==> src/rtl/mem_wb_stage.sv <==
// MEM/WB pipeline stage: registers ALU results and aligns data-bus load returns for writeback.
// Optional ACK_TIMEOUT_EN adds an ack-wait counter that aborts a stuck load with a bus_err pulse.
module mem_wb_stage #(
  parameter int unsigned TIMEOUT_CYCLES = 255
) (
  input  logic        clk,
  input  logic        rst,
  input  logic        mem_valid,
  input  logic        mem_wreg,
  input  logic [4:0]  mem_wd,
  input  logic [31:0] mem_wdata,
  input  logic        mem_is_load,
  input  logic [2:0]  mem_load_type,
  input  logic [1:0]  mem_addr_lo,
  input  logic        flush,
  input  logic [31:0] dbus_rdata,
  input  logic        dbus_ack,
  output logic        wb_we,
  output logic [4:0]  wb_waddr,
  output logic [31:0] wb_wdata,
  output logic        stallreq,
  output logic        bus_err
);

  typedef enum logic [1:0] {StIdle, StWait, StDrain} state_e;

  state_e      state_q, state_d;
  logic        wreg_q, wreg_d;
  logic [4:0]  wd_q, wd_d;
  logic [2:0]  ltype_q, ltype_d;
  logic [1:0]  lo_q, lo_d;
  logic        we_d;
  logic [4:0]  waddr_d;
  logic [31:0] wdata_d;
  logic [31:0] load_data;

  if (TIMEOUT_CYCLES < 1) begin : g_bad_timeout
    $error("TIMEOUT_CYCLES must be at least 1");
  end

`ifdef ACK_TIMEOUT_EN
  localparam int unsigned CntW = $clog2(TIMEOUT_CYCLES + 1);
  logic [CntW-1:0] cnt_q, cnt_d;
  logic            timeout;
  logic            err_d;

  assign timeout = (cnt_q == CntW'(TIMEOUT_CYCLES - 1));
`endif

  // Lane select and extension of the returned word.
  always_comb begin
    logic [7:0]  lane_b;
    logic [15:0] lane_h;
    lane_b = dbus_rdata[{lo_q, 3'b000} +: 8];
    lane_h = lo_q[1] ? dbus_rdata[31:16] : dbus_rdata[15:0];
    case (ltype_q)
      3'd0:    load_data = {{24{lane_b[7]}}, lane_b};
      3'd1:    load_data = {24'd0, lane_b};
      3'd2:    load_data = {{16{lane_h[15]}}, lane_h};
      3'd3:    load_data = {16'd0, lane_h};
      default: load_data = dbus_rdata;
    endcase
  end

  always_comb begin
    state_d = state_q;
    wreg_d  = wreg_q;
    wd_d    = wd_q;
    ltype_d = ltype_q;
    lo_d    = lo_q;
    we_d    = 1'b0;
    waddr_d = wb_waddr;
    wdata_d = wb_wdata;
`ifdef ACK_TIMEOUT_EN
    cnt_d   = cnt_q;
    err_d   = 1'b0;
`endif
    unique case (state_q)
      StIdle: begin
        if (mem_valid && !flush) begin
          if (mem_is_load) begin
            wreg_d  = mem_wreg;
            wd_d    = mem_wd;
            ltype_d = mem_load_type;
            lo_d    = mem_addr_lo;
            state_d = StWait;
`ifdef ACK_TIMEOUT_EN
            cnt_d   = '0;
`endif
          end else begin
            we_d    = mem_wreg && (mem_wd != 5'd0);
            waddr_d = mem_wd;
            wdata_d = mem_wdata;
          end
        end
      end
      StWait: begin
        if (dbus_ack) begin
          state_d = StIdle;
          // A flush arriving with the ack kills the write.
          if (!flush) begin
            we_d    = wreg_q && (wd_q != 5'd0);
            waddr_d = wd_q;
            wdata_d = load_data;
          end
        end else if (flush) begin
          state_d = StDrain;
`ifdef ACK_TIMEOUT_EN
          cnt_d   = '0;
        end else if (timeout) begin
          state_d = StIdle;
          err_d   = 1'b1;
          we_d    = wreg_q && (wd_q != 5'd0);
          waddr_d = wd_q;
          wdata_d = '0;
        end else begin
          cnt_d   = cnt_q + 1'b1;
`endif
        end
      end
      StDrain: begin
        if (dbus_ack) begin
          state_d = StIdle;
`ifdef ACK_TIMEOUT_EN
        end else if (timeout) begin
          state_d = StIdle;
          err_d   = 1'b1;
        end else begin
          cnt_d   = cnt_q + 1'b1;
`endif
        end
      end
      default: state_d = StIdle;
    endcase
  end

  always_ff @(posedge clk or negedge rst) begin
    if (!rst) begin
      state_q  <= StIdle;
      wreg_q   <= 1'b0;
      wd_q     <= 5'd0;
      ltype_q  <= 3'd0;
      lo_q     <= 2'd0;
      wb_we    <= 1'b0;
      wb_waddr <= 5'd0;
      wb_wdata <= 32'd0;
    end else begin
      state_q  <= state_d;
      wreg_q   <= wreg_d;
      wd_q     <= wd_d;
      ltype_q  <= ltype_d;
      lo_q     <= lo_d;
      wb_we    <= we_d;
      wb_waddr <= waddr_d;
      wb_wdata <= wdata_d;
    end
  end

`ifdef ACK_TIMEOUT_EN
  always_ff @(posedge clk or negedge rst) begin
    if (!rst) begin
      cnt_q   <= '0;
      bus_err <= 1'b0;
    end else begin
      cnt_q   <= cnt_d;
      bus_err <= err_d;
    end
  end
`else
  assign bus_err = 1'b0;
`endif

  // Stall is held low throughout reset even if a load is presented.
  assign stallreq = rst && ((state_q != StIdle) || (mem_valid && mem_is_load && !flush));

endmodule
==> config.mk <==
export PLATFORM = sky130hd
export DESIGN_NAME = mem_wb_stage
export DESIGN_NICKNAME = d
export VERILOG_FILES = /design/src/rtl/mem_wb_stage.sv
export SDC_FILE = /design/constraint.sdc
export NUM_CORES = 1
export LEC_CHECK = 0
export CORE_ASPECT_RATIO = 1.4
export CORE_MARGIN = 2
export CORE_UTILIZATION = 39
export CTS_CLUSTER_SIZE = 40
export DETAILED_ROUTE_END_ITERATION = 6
export GPL_TIMING_DRIVEN = 0
export MAX_ROUTING_LAYER = met4
export PLACE_DENSITY = 0.76
export SLEW_MARGIN = 20
export SYNTH_ARGS = -nofsm -noshare
export SYNTH_HDL_FRONTEND = slang
export SYNTH_SLANG_ARGS = --single-unit
==> constraint.sdc <==
create_clock -name clk -period 1.63 [get_ports clk]
set_input_delay 0.4075 -clock clk [delete_from_list [all_inputs] [get_ports clk]]
set_output_delay 0.4075 -clock clk [all_outputs]
set_load 0.005 [all_outputs]
After elaboration in Yosys (flattened, before gate mapping). Index checks and enable logic that the tools add are counted.

Register bits: 51. Output and inout bits: 40. Bits of input ports: 81. Logic and storage cells: 61.

Reduce and logical (&&, ||, !) cells: 17. Eq/ne operators: 12. Multiplexer cells: 23. Shift-type cells: 1.

Operators by type and width (count): $mux 32 (4); $pmux 32 s4 (1); $pmux 32 s2 (1); $shiftx 32x6->8 (1); $mux 5 (4); $mux 16 (1); $ne 2x2->1 const B (6); $mux 2 (5); $pmux 5 s2 (1); $reduce_bool 5->1 (2); $eq 3x2->1 const B (2); $logic_and 1x1->1 (6); $pmux 2 s3 (1); $reduce_and 5->1 (1); $mux 1 (4); $reduce_and 4->1 (1); $reduce_bool 2->1 (2); $eq 3x1->1 const B (1); $logic_not 3->1 (1); $ne 3x3->1 const B (1); $reduce_and 3->1 (1); $eq 2x1->1 const B (1); $eq 2x2->1 const B (1); $logic_not 2->1 (1); 3 further kinds (3).

Logic depth before layout (Yosys ltp).
Depth after elaboration: 5. Depth in mapped cells: 6. Depth with buffers taken out: 4.

Worst setup path before layout. No wires, ideal clock.

Kind: input-to-reg. Start: input dbus_rdata[31]. End: register wb_wdata[16]. Setup time: 0.122 ns. Data required time: 1.508 ns. Path buffers: 1. Arrival: 1.560 ns. Cell stages on the path: 5. Path slack: -0.051 ns. Cells stage by stage: mux4_2 mux2_4 a21oi_4 buf_6 a21oi_1.

Cells in the longest elaborated chain, start to end: 5. Elaborated cells on any way between the ends: 6. Classes of those cells: shift: 1; mux: 5.

Ends and longest elaborated chain: from (decl) (line 16) `input logic [31:0] dbus_rdata,`; $shiftx 32x6->8 or $mux 16 (tied branches) (line 54, 55); $pmux 32 s4 * (line 56) `case (ltype_q)`; $mux 32 * (line 101) `if (!flush) begin`; $mux 32 * (line 98) `if (dbus_ack) begin`; $pmux 32 s2 * (line 78) `unique case (state_q)`; to (signal assigned) (line 155) `wb_wdata <= wdata_d;`; to (decl) (line 20) `output logic [31:0] wb_wdata,`.

Mark *: on every way between the ends. The rest lies on a longest branch, timed or not. The select of a mux whose other input is x is not followed. A chain may end at the register's enable or synchronous reset.

Final worst setup path.
Start: register lo_q[1]. End: register wb_wdata[24].

Cells in the longest elaborated chain, start to end: 5. Elaborated cells on any way between the ends: 6. Classes of those cells: shift: 1; mux: 5.

Ends and longest elaborated chain: from (decl) (line 31) `logic [1:0] lo_q, lo_d;`; from (signal assigned) (line 152) `lo_q <= lo_d;`; $shiftx 32x6->8 or $mux 16 (tied branches) (line 54, 55); $pmux 32 s4 * (line 56); $mux 32 * (line 101); $mux 32 * (line 98); $pmux 32 s2 * (line 78).

Marked as above.

==> flow_metrics.py <==
metrics = {
    "routing": {
        "drt-wirelength-per-cell_um": 18.6,
        "drc": 0,
        "totalWireLength_um": 10200,
        "vias": 3083,
        "first_pass_iters": 4,
        "antenna_left": 0,
        "vias_per_cell": 5.61,
        "drtIter0Drc": 201,
    },
    "worst_setup_path": {
        "worstPathRequired_ns": 1.83,
        "crit_family": "multiplexers",
        "crit_type": "flip-flop to flip-flop",
        "crit_slowest_cell": "mux4_2",
        "critPathArrivalTime_ns": 1.99,
        "crit_buf_inv": 1,
        "slowest_delay_ns": 0.53,
        "path_cells": "mux4_2, mux2_4, a21oi_4, buf_6, a21oi_1",
        "cp_max_fo": 5,
        "critPathLaunchType": "flip-flop",
        "cp-end-kind": "flip-flop",
    },
    "timing": {
        "finalSetupViolCount": 25,
        "skew_ns": 0.0101,
        "timing.final.crit_share_pct": 110,
        "report.final.slew_viol_count": 0,
        "final_hold_viol_count": 0,
        "final.min_clock_period_ns": 1.79,
        "fin_setup_tns_ns": -2.49,
        "setup_ws_ns": -0.156,
        "grt_setup_unrepaired": "true",
        "max_freq_ghz": 0.560,
    },
    "pwr": {
        "p_sw_w": 0.00164,
        "cellLeakagePower_nw": 2.02,
        "clkPwrFrac_pct": 18.3,
        "internal-power_w": 0.00334,
        "seq_power_share_pct": 37.3,
        "netSwitchingFraction_pct": 33.0,
        "p_per_area_nw_per_um2": 1030,
        "irDropWorstVdd_uv": 589,
        "pwr-share-comb_pct": 44.4,
    },
    "synthesis": {
        "ys_warn_count": 0,
        "yosysSeqAreaShare_pct": 42.8,
        "synthTopCellsByArea": "dfrtp_1 (43%), mux2_2 (9.1%), mux2i_1 (6.7%)",
        "yosys_register_bits": 51,
        "syn_nets": 396,
        "synth.distinct_cells": 40,
        "synth_enable_flop_cells": 0,
        "yosys.area.top_type_share_pct": 42.8,
        "netlist_area_um2": 2980,
        "synthArstFlopShare_pct": 100,
        "ys.flop_type": "dfrtp_1",
        "syn_area_per_cell_um2": 9.46,
        "netlist.top_cell.by_area": "dfrtp_1",
        "synth_cells": 315,
    },
    "floorplanning": {
        "die-area_um2": 8370,
        "die_h_um": 107,
        "pin_count": 121,
        "initial_core_util_pct": 40.5,
        "die-width_um": 77.9,
        "row_count": 37,
        "core_area_um2": 7360,
    },
    "final_layout": {
        "fin_area_um2": 4850,
        "antenna_cells": 0,
        "post_route_cells_drive_above_1_share_pct": 24.3,
        "finish.net_count": 533,
        "final_cell_mix": "clkdlybuf4s50_1 (102), dfrtp_1 (48), nand2_1 (40)",
        "final_common_cell": "clkdlybuf4s50_1",
        "syn_to_final_growth_pct": 62.7,
        "final_core_util_pct": 65.9,
    },
    "outcome": {
        "violations": "negative setup slack",
        "status": "complete, but fails checks",
    },
    "global_routing": {
        "grt_util_all_layers_pct": 24.6,
        "grt_pass1_vias": 3200,
        "grt_pass1_wl_um": 15600,
        "grt.overflow.total": 0,
        "grt_start_max_net_pins": 53,
        "grt_antenna_before_repair": 0,
    },
    "placed_design": {
        "place_hpwl_um": 7330,
        "port_buffers": 119,
        "gp_congestion": 0.881,
        "place_area_um2": 4290,
    },
    "clock_network": {
        "cts_root_buf": "clkbuf_8",
        "ctsHtreeMaxLevel": 2,
        "numCtsBuffers": 5,
        "cts.sinks": 51,
        "cts_tree": "yes",
        "max-clock-path-buffers": 2,
        "clk-insertion-delay-late_ns": 0.31,
        "clk_pin_slew_worst_paths_ns": 0.10,
    },
    "hold_path": {
        "hold_class": "primary input to async pin",
    },
    "flow_run": {
        "cap_violations": 0,
    },
}
## cell usage after synthesis, types with 2 or more instances
master	number
a221oi_1	7
inv_1	6
nand2_1	40
clkbuf_1	8
buf_2	7
buf_4	4
o221ai_1	7
o31ai_1	2
buf_1	2
a21oi_1	22
o2111ai_1	3
o21ai_0	8
mux2i_1	20
nor2_1	26
nand2b_1	24
o22ai_1	8
nand3b_1	2
or3_1	8
mux2_2	24
nor2b_1	4
a31oi_1	12
dfrtp_1	51
and2_1	3
## final timing paths
kind / from / to / slack, ns / depth (start not counted)
min in group clk: dbus_ack / state_q[1] / 0.34 / 2
worst min-delay path: rst / wb_wdata[10] / 0.04 / 1
max in group asynchronous: rst / ltype_q[1] / 1.28 / 1
worst min register to register: wreg_q / wb_we / 0.51 / 1
worst max register to register: lo_q[1] / wb_wdata[24] / -0.16 / 5
worst max-delay path: lo_q[1] / wb_wdata[24] / -0.16 / 5
## power groups by stage
stage	Combinational [W]	Clock [W]	Sequential (W)
after floorplan	0.000847	0	0.00185
after global placement	0.00186	0	0.00186
after detailed placement	0.00190	0	0.00187
after CTS	0.00194	0.000918	0.00185
after global routing	0.00238	0.000968	0.00190
final	0.00221	0.000910	0.00186
## routing by layer
metal	share of wire [%]	GRT usage, %
met3	4.7	2.43
met2	55	43.5
met5	0	-
met4	3.6	13.5
met1	37	27.0
## layout make-up
| class | count | area (um2) |
|---|---|---|
| clock buffer | 5 | 68.8 |
| sequential | 51 | 1280 |
| inverter | 6 | 22.5 |
| buffer | 22 | 186 |
| tap | 97 | 121 |
| clock inverter | 3 | 43.8 |
| multi-input combinational | 236 | 1840 |
| fill | 556 | 2510 |
| timing repair buffer | 130 | 1290 |
## what timing repair did
action                     CTS  global route
setup buffers                4             6
setup endpoints to repair   49            47
resized for setup           42            70
pin swaps                    4             7
hold buffers                 0             0
cloned                       1             0
hold endpoints to repair     0             0
## through the flow
stage / hold WS [ns] / power, W / worst slack, ns / std cells
floorplan: 0.112 / 0.00270 / -0.0281 / 315
global placement: 0.469 / 0.00372 / -2.15 / 531
detailed placement: 0.477 / 0.00377 / -0.706 / 531
CTS: 0.0424 / 0.00470 / -0.142 / 544
global route: 0.0596 / 0.00524 / -0.213 / 550
finish: 0.0368 / 0.00498 / -0.156 / 550
## registers in the layout, indices dropped and copies added, names as in the netlist
name      count
state_q       2
wreg_q        1
ltype_q       3
wb_we         1
lo_q          2
wd_q          5
wb_waddr      5
wb_wdata     32
## cell families after synthesis
group,after synthesis,synth area share (%)
AOI/OAI and AO/OA,77,17.3
buffers and inverters,28,4.58
DFF,51,42.8
muxes,46,17.0
other,1,0.126
and+or+nand+nor,112,18.1
Power figures use the tool's default switching activity.
